==> config.mk <==
export PLATFORM = sky130hd
export DESIGN_NAME = pipe_hazard_ctrl
export DESIGN_NICKNAME = d
export VERILOG_FILES = /design/src/rtl/pipe_hazard_ctrl_pkg.sv /design/src/rtl/pipe_hazard_ctrl_fwd.sv /design/src/rtl/pipe_hazard_ctrl.sv
export SDC_FILE = /design/constraint.sdc
export NUM_CORES = 1
export LEC_CHECK = 0
export CORE_UTILIZATION = 50
export DETAILED_ROUTE_END_ITERATION = 10
export GPL_TIMING_DRIVEN = 0
export PLACE_DENSITY = 0.83
export REMOVE_ABC_BUFFERS = 1
export SLEW_MARGIN = 20
export SYNTH_ARGS = -nofsm -noshare
export SYNTH_HDL_FRONTEND = slang
export SYNTH_SLANG_ARGS = --single-unit
==> constraint.sdc <==
create_clock -name clk -period 6.2 [get_ports clk]
set_input_delay 1.86 -clock clk [delete_from_list [all_inputs] [get_ports clk]]
set_output_delay 1.86 -clock clk [all_outputs]
set_load 0.05 [all_outputs]
==> src/rtl/pipe_hazard_ctrl_pkg.sv <==
// Shared encodings for the pipeline hazard controller: forwarding selects,
// the load result-source code and the sequencing FSM states.
package pipe_hazard_ctrl_pkg;

    localparam logic [1:0] FWD_RF  = 2'b00;
    localparam logic [1:0] FWD_MEM = 2'b10;
    localparam logic [1:0] FWD_WB  = 2'b01;

    localparam logic [1:0] RES_SRC_LOAD = 2'b01;

    typedef enum logic [1:0] {
        ST_RUN      = 2'd0,
        ST_MEM_WAIT = 2'd1,
        ST_ERR      = 2'd2
    } hz_state_e;

endpackage

==> src/rtl/pipe_hazard_ctrl_fwd.sv <==
// Operand forwarding select for one E-stage source register.
// M beats W because it holds the younger result; x0 is never forwarded.
module hazard_fwd_unit
    import pipe_hazard_ctrl_pkg::*;
(
    input  logic [4:0] src,
    input  logic [4:0] rd_m,
    input  logic       reg_wr_m,
    input  logic [4:0] rd_w,
    input  logic       reg_wr_w,
    output logic [1:0] fwd_sel
);

    always_comb begin
        fwd_sel = FWD_RF;
        if (reg_wr_m && (rd_m != 5'd0) && (rd_m == src)) begin
            fwd_sel = FWD_MEM;
        end else if (reg_wr_w && (rd_w != 5'd0) && (rd_w == src)) begin
            fwd_sel = FWD_WB;
        end
    end

endmodule

==> src/rtl/pipe_hazard_ctrl.sv <==
// Hazard and sequencing controller for the 5-stage pipeline: forwarding,
// load-use stalls, branch flushes, memory freeze with watchdog, perf counters.
module pipe_hazard_ctrl
    import pipe_hazard_ctrl_pkg::*;
#(
    parameter int MEM_TIMEOUT = 64,
    parameter int CNT_W       = 32
) (
    input  logic             clk,
    input  logic             rst_n,
    input  logic [4:0]       rs1_d,
    input  logic [4:0]       rs2_d,
    input  logic [4:0]       rs1_e,
    input  logic [4:0]       rs2_e,
    input  logic [4:0]       rd_e,
    input  logic             reg_wr_e,
    input  logic [1:0]       res_src_e,
    input  logic             pc_src_e,
    input  logic [4:0]       rd_m,
    input  logic             reg_wr_m,
    input  logic             mem_req_m,
    input  logic             mem_ready,
    input  logic [4:0]       rd_w,
    input  logic             reg_wr_w,
    output logic [1:0]       fwd_a_e,
    output logic [1:0]       fwd_b_e,
    output logic             stall_f,
    output logic             stall_d,
    output logic             stall_e,
    output logic             stall_m,
    output logic             flush_d,
    output logic             flush_e,
    output logic             flush_w,
    output logic             redirect,
    output logic             mem_err,
    output logic [CNT_W-1:0] lu_stall_cnt,
    output logic [CNT_W-1:0] mem_wait_cnt,
    output logic [CNT_W-1:0] flush_cnt
);

    localparam int                WAIT_W     = $clog2(MEM_TIMEOUT + 1);
    localparam logic [WAIT_W-1:0] WAIT_LIMIT = WAIT_W'(MEM_TIMEOUT);
    localparam logic [WAIT_W-1:0] WAIT_ONE   = WAIT_W'(1);
    localparam logic [CNT_W-1:0]  CNT_ONE    = CNT_W'(1);

    hz_state_e         state, state_n;
    logic              pend, pend_n;
    logic [WAIT_W-1:0] wait_cnt, wait_cnt_n;

    logic       mem_busy;
    logic       load_use;
    logic [1:0] fwd_a_raw, fwd_b_raw;
    logic       stall_f_c, stall_d_c, stall_e_c, stall_m_c;
    logic       flush_d_c, flush_e_c, flush_w_c, redirect_c;
    logic       lu_inc, mw_inc, fl_inc;

    hazard_fwd_unit u_fwd_a (
        .src     (rs1_e),
        .rd_m    (rd_m),
        .reg_wr_m(reg_wr_m),
        .rd_w    (rd_w),
        .reg_wr_w(reg_wr_w),
        .fwd_sel (fwd_a_raw)
    );

    hazard_fwd_unit u_fwd_b (
        .src     (rs2_e),
        .rd_m    (rd_m),
        .reg_wr_m(reg_wr_m),
        .rd_w    (rd_w),
        .reg_wr_w(reg_wr_w),
        .fwd_sel (fwd_b_raw)
    );

    assign mem_busy = mem_req_m & ~mem_ready;
    assign load_use = (res_src_e == RES_SRC_LOAD) && reg_wr_e && (rd_e != 5'd0)
                      && ((rd_e == rs1_d) || (rd_e == rs2_d));

    always_ff @(posedge clk or negedge rst_n) begin
        if (!rst_n) begin
            state    <= ST_RUN;
            pend     <= 1'b0;
            wait_cnt <= '0;
        end else begin
            state    <= state_n;
            pend     <= pend_n;
            wait_cnt <= wait_cnt_n;
        end
    end

    always_comb begin
        state_n    = state;
        pend_n     = pend;
        wait_cnt_n = wait_cnt;
        stall_f_c  = 1'b0;
        stall_d_c  = 1'b0;
        stall_e_c  = 1'b0;
        stall_m_c  = 1'b0;
        flush_d_c  = 1'b0;
        flush_e_c  = 1'b0;
        flush_w_c  = 1'b0;
        redirect_c = 1'b0;
        lu_inc     = 1'b0;
        mw_inc     = 1'b0;
        fl_inc     = 1'b0;

        case (state)
            ST_ERR: begin
                stall_f_c = 1'b1;
                stall_d_c = 1'b1;
                stall_e_c = 1'b1;
                stall_m_c = 1'b1;
                flush_w_c = 1'b1;
            end
            default: begin
                if (mem_busy) begin
                    // Freeze: a branch resolved now is remembered, not applied.
                    stall_f_c = 1'b1;
                    stall_d_c = 1'b1;
                    stall_e_c = 1'b1;
                    stall_m_c = 1'b1;
                    flush_w_c = 1'b1;
                    mw_inc    = 1'b1;
                    if (pc_src_e) begin
                        pend_n = 1'b1;
                    end
                    if (state == ST_RUN) begin
                        wait_cnt_n = WAIT_ONE;
                        state_n    = ST_MEM_WAIT;
                    end else begin
                        wait_cnt_n = wait_cnt + WAIT_ONE;
                        state_n    = (wait_cnt_n >= WAIT_LIMIT) ? ST_ERR : ST_MEM_WAIT;
                    end
                end else begin
                    state_n = ST_RUN;
                    pend_n  = 1'b0;
                    if (pc_src_e || pend) begin
                        redirect_c = 1'b1;
                        flush_d_c  = 1'b1;
                        flush_e_c  = 1'b1;
                        fl_inc     = 1'b1;
                    end else if (load_use) begin
                        stall_f_c = 1'b1;
                        stall_d_c = 1'b1;
                        flush_e_c = 1'b1;
                        lu_inc    = 1'b1;
                    end
                end
            end
        endcase
    end

    always_ff @(posedge clk or negedge rst_n) begin
        if (!rst_n) begin
            lu_stall_cnt <= '0;
            mem_wait_cnt <= '0;
            flush_cnt    <= '0;
        end else begin
            if (lu_inc && (lu_stall_cnt != '1)) lu_stall_cnt <= lu_stall_cnt + CNT_ONE;
            if (mw_inc && (mem_wait_cnt != '1)) mem_wait_cnt <= mem_wait_cnt + CNT_ONE;
            if (fl_inc && (flush_cnt != '1))    flush_cnt    <= flush_cnt + CNT_ONE;
        end
    end

    // While reset is held the pipeline registers are flushed and nothing stalls.
    assign fwd_a_e  = rst_n ? fwd_a_raw : FWD_RF;
    assign fwd_b_e  = rst_n ? fwd_b_raw : FWD_RF;
    assign stall_f  = rst_n & stall_f_c;
    assign stall_d  = rst_n & stall_d_c;
    assign stall_e  = rst_n & stall_e_c;
    assign stall_m  = rst_n & stall_m_c;
    assign flush_d  = ~rst_n | flush_d_c;
    assign flush_e  = ~rst_n | flush_e_c;
    assign flush_w  = ~rst_n | flush_w_c;
    assign redirect = rst_n & redirect_c;
    assign mem_err  = (state == ST_ERR);

endmodule

==> summary.txt <==
Run status
  – Status: finished, final reports clean

Power and ir drop
  – Clock power share: 34.4%
  – Flop pwr share: 56.7%
  – Int Power: 930.3 uW
  – Sw Ratio: 24.70%
  – Max IR drop VDD: around 0.14 mV
  – Static leakage: about 0.0032 uW
  – Comb power frac: 8.9%
  – P_sw: 305.1 uW
  – P per Cell Area: about 170 nW/um2

Flow run
  – MaxCap Viol Count: 0

Synth
  – Part of the Yosys area used for sequential elements: 48.19%
  – Post-synth EDFFs: 0
  – FF+latch count, synth: 106
  – Synth cell types: 49
  – Synth Cell Area: 5504 um2
  – Top_reg_cell synth: dfrtp_1
  – Post-synth top area share: 48.19%
  – Post-Synth Simple-Gate Area: 25.98%
  – Number of warnings issued by yosys: 0
  – Compound-Gate Fraction of Synth Area: 2.728%
  – Mapped Cells: 539
  – Largest family of logic cells by synthesized area: simple AND/OR/NAND/NOR gates
  – Top post-synthesis cells by area: dfrtp_1 48%, xnor2_1 9.7%, xor2_1 9.7%
  – Synth area leader: dfrtp_1
  – Post-synthesis mux area share: 0.6138%
  – Post-synth ARST share: 100.0%
  – Adder and majority gate portion of the synthesized area: less than 1%
  – Xor-xnor portion of the synthesized cell area: 20.00%
  – Synthesized area per cell: 10.21 um2

Place
  – PortBufs: 153
  – DP Wirelength: roughly 10000 um
  – Area after DPL: 7186 um2
  – Final Wtd Congestion: 0.8739
  – Inst Count DP: roughly 820

Worst setup path
  – Worst EP required: 4.34 ns
  – Worst R2R Start: state[0]
  – Setup CP Type: in -> out
  – Crit start category: input pin
  – Element type at the critical path end: output port
  – Reg-to-Reg End: lu_stall_cnt[1]
  – R2R Setup Slk: 3.64 ns
  – Crit-path max FO: 3
  – Reg2Reg Depth: 7
  – Data arrival, critical path: 4.17 ns
  – CP Launch Point: rd_m[0]

STA
  – Final-report max-slew violation count: 0
  – Worst hold slack: 0.4962 ns
  – Max-slew headroom: 50.37%
  – F_max: 165.9 MHz
  – Final setup TNS: 0 ns
  – Worst clock skew: between 0.01 and 0.015 ns
  – Final hold vios: 0
  – Crit path time final: 6.027 ns
  – Worst-Margin Slew: between 0.7 and 0.8 ns
  – Setup violations, final: 0
  – Fin crit share: between 90% and 100%
  – RSZ-0062 raised after global routing: no

Floorplanning
  – Die width: around 110 um
  – Initial Utilization: 52.38%
  – # IOs: 154
  – Die height: about 110 um
  – Row cnt: 37
  – Placeable Area: 10510 um2
  – Die area: 11430 um2

Clock tree
  – CTS Buf Count: 9
  – CTS root buf: clkbuf_8
  – Clock transition at path regs: 0.10 ns
  – Clk Latency, worst-skew pair: 0.38 ns
  – CTS tree: yes
  – H-tree levels: 3
  – Clock sinks: ~110
  – Max clock buf depth: 2

Route
  – DR WL/cell: between 15 and 20 um
  – Total Routed Length: approximately 13000 um
  – Antenna-violating nets left: 0
  – DR iter-0 viols: 222
  – Total number of vias: approximately 4600
  – DRC: 0
  – DR vias/cell: between 5 and 6
  – Total iterations of the first detailed-routing run: 4

Finish
  – Area Overhead vs Synth: 33.96%
  – Fin area: approximately 7400 um2
  – Non-Filler Instances: 836
  – Ant. Diodes: 0
  – Layout cells sized above 1: 5.143%
  – Final #Nets: around 750

GRT
  – All-Layer GR Usage: a little under a quarter
  – Largest net degree at the start of global routing: 61
  – First-pass GRT wire length: 21270 um
  – Grt total ovfl: 0
  – Vias in the first global route: 4587
  – Initial antenna violation count: 0

Hold path
  – Worst min-delay path endpoint: mem_wait_cnt[16]
  – WHS Path Cells: 1
  – Hold Path Class: reg -> reg
  – Worst hold start: mem_wait_cnt[16]
[metal layers]
layer	vias to the layer above	wire length [um]	track usage, %	part of all wire (%)
met3	16	804	4.863	6.2
met5	-	0	0	0
li1	2209	-	-	-
met1	2239	5840	30.02	45
met2	139	6179	38.76	47
met4	0	226	9.980	1.7
[kinds of logic (layout without fill, tap and decap cells)]
family                   count (synthesis)  after routing
AND/OR/NAND/NOR                        261            261
XOR/XNOR                               124            124
flip-flops                             106            106
AO/OA/AOI/OAI                           23             23
buffers and inverters                   18            179
adder cells (fa/ha/maj)                  4              4
multiplexers                             3              3
[area by class of cell]
| type | instances | area, um2 |
|---|---|---|
| fill | 789 | 3136 |
| multi-input combinational | 415 | 2768 |
| clock inverter | 6 | 66.31 |
| sequential | 106 | 2653 |
| timing repair buffer | 154 | 1555 |
| inverter | 10 | 37.54 |
| clock buffer | 9 | 123.9 |
| tap | 136 | 170.2 |
[metrics by stage]
stage                     util [%]  worst slack, ns  power (uW)
after floorplan                  -          -0.7716       757.9
after global routing         70.16         0.002965        1275
after global placement       68.10           -3.628       822.2
after CTS                    70.14          0.08804        1246
after detailed placement     68.38          -0.1152       826.3
final                        70.16           0.1726        1235
[power groups by stage]
| stage | Combinational (uW) | Sequential, uW | Clock (uW) |
|---|---|---|---|
| floorplan | 32.8 | 725 | 0 |
| global placement | 108 | 714 | 0 |
| detailed placement | 112 | 714 | 0 |
| CTS | 112 | 700 | 434 |
| global route | 120 | 701 | 454 |
| finish | 110 | 700 | 424 |
[cell usage after synthesis (2+ instances only)]
| master | number |
|---|---|
| and3_2 | 2 |
| or3_1 | 4 |
| xor2_1 | 61 |
| xor2_2 | 2 |
| nand3b_1 | 3 |
| ha_1 | 4 |
| dfrtp_1 | 106 |
| mux2_2 | 3 |
| and3_1 | 20 |
| a21oi_1 | 8 |
| nand3_1 | 48 |
| buf_2 | 3 |
| and2_1 | 6 |
| buf_4 | 2 |
| xnor2_1 | 61 |
| and4_4 | 2 |
| nor3b_1 | 2 |
| nor4b_1 | 3 |
| or4_1 | 6 |
| nand4_1 | 25 |
| nor2b_1 | 3 |
| or4_4 | 2 |
| o21ai_0 | 4 |
| nor3_1 | 22 |
| nand2_1 | 45 |
| nor2_1 | 40 |
| inv_1 | 10 |
| nor4_1 | 15 |
| a31oi_1 | 2 |
| clkbuf_1 | 2 |
| and4_1 | 5 |
[sequential cells by signal (all words and copies together) (netlist names)]
signal / cells
flush_cnt: 32
lu_stall_cnt: 32
mem_wait_cnt: 32
wait_cnt: 7
state: 2
pend: 1
[critical path: stages]
cell	delay, ns
clkdlybuf4s50_1	0.49
or4_1	0.54
o21ai_0	0.28
nor4_1	0.13
and2_1	0.17
clkdlybuf4s50_1	0.69
[worst max-delay path by stage]
stage	slack, ns	endpoint	cells after the start
2_1_floorplan	-0.77	stall_d	5
3_3_place_gp	-3.63	fwd_b_e[0]	5
3_5_place_dp	-0.12	fwd_a_e[0]	6
4_1_cts	0.09	flush_e	6
5_1_grt	0.003	fwd_a_e[0]	6
6_report	0.17	fwd_a_e[1]	6
[repair_timing]
action	4_1_cts	5_1_grt
endpoints found under the setup margin	4	1
buffers inserted	0	0
hold buffers	0	0
gates resized for setup	4	1
[placed cells by master, fill, tap and decap left out, drive strengths merged, types with 4 or more instances in the layout]
cell	n
and4	7
or3	5
nor4b	4
and2	6
ha	4
nor4	16
clkbuf	9
xor2	63
o21ai	4
nor3	22
nand2	45
a21oi	8
nor2	40
and3	22
dfrtp	106
nand3	49
or4	9
nand4	25
xnor2	61
inv	11
clkdlybuf4s50	148
dlygate4sd2	4
No activity file was read; power rests on OpenSTA's default activity.
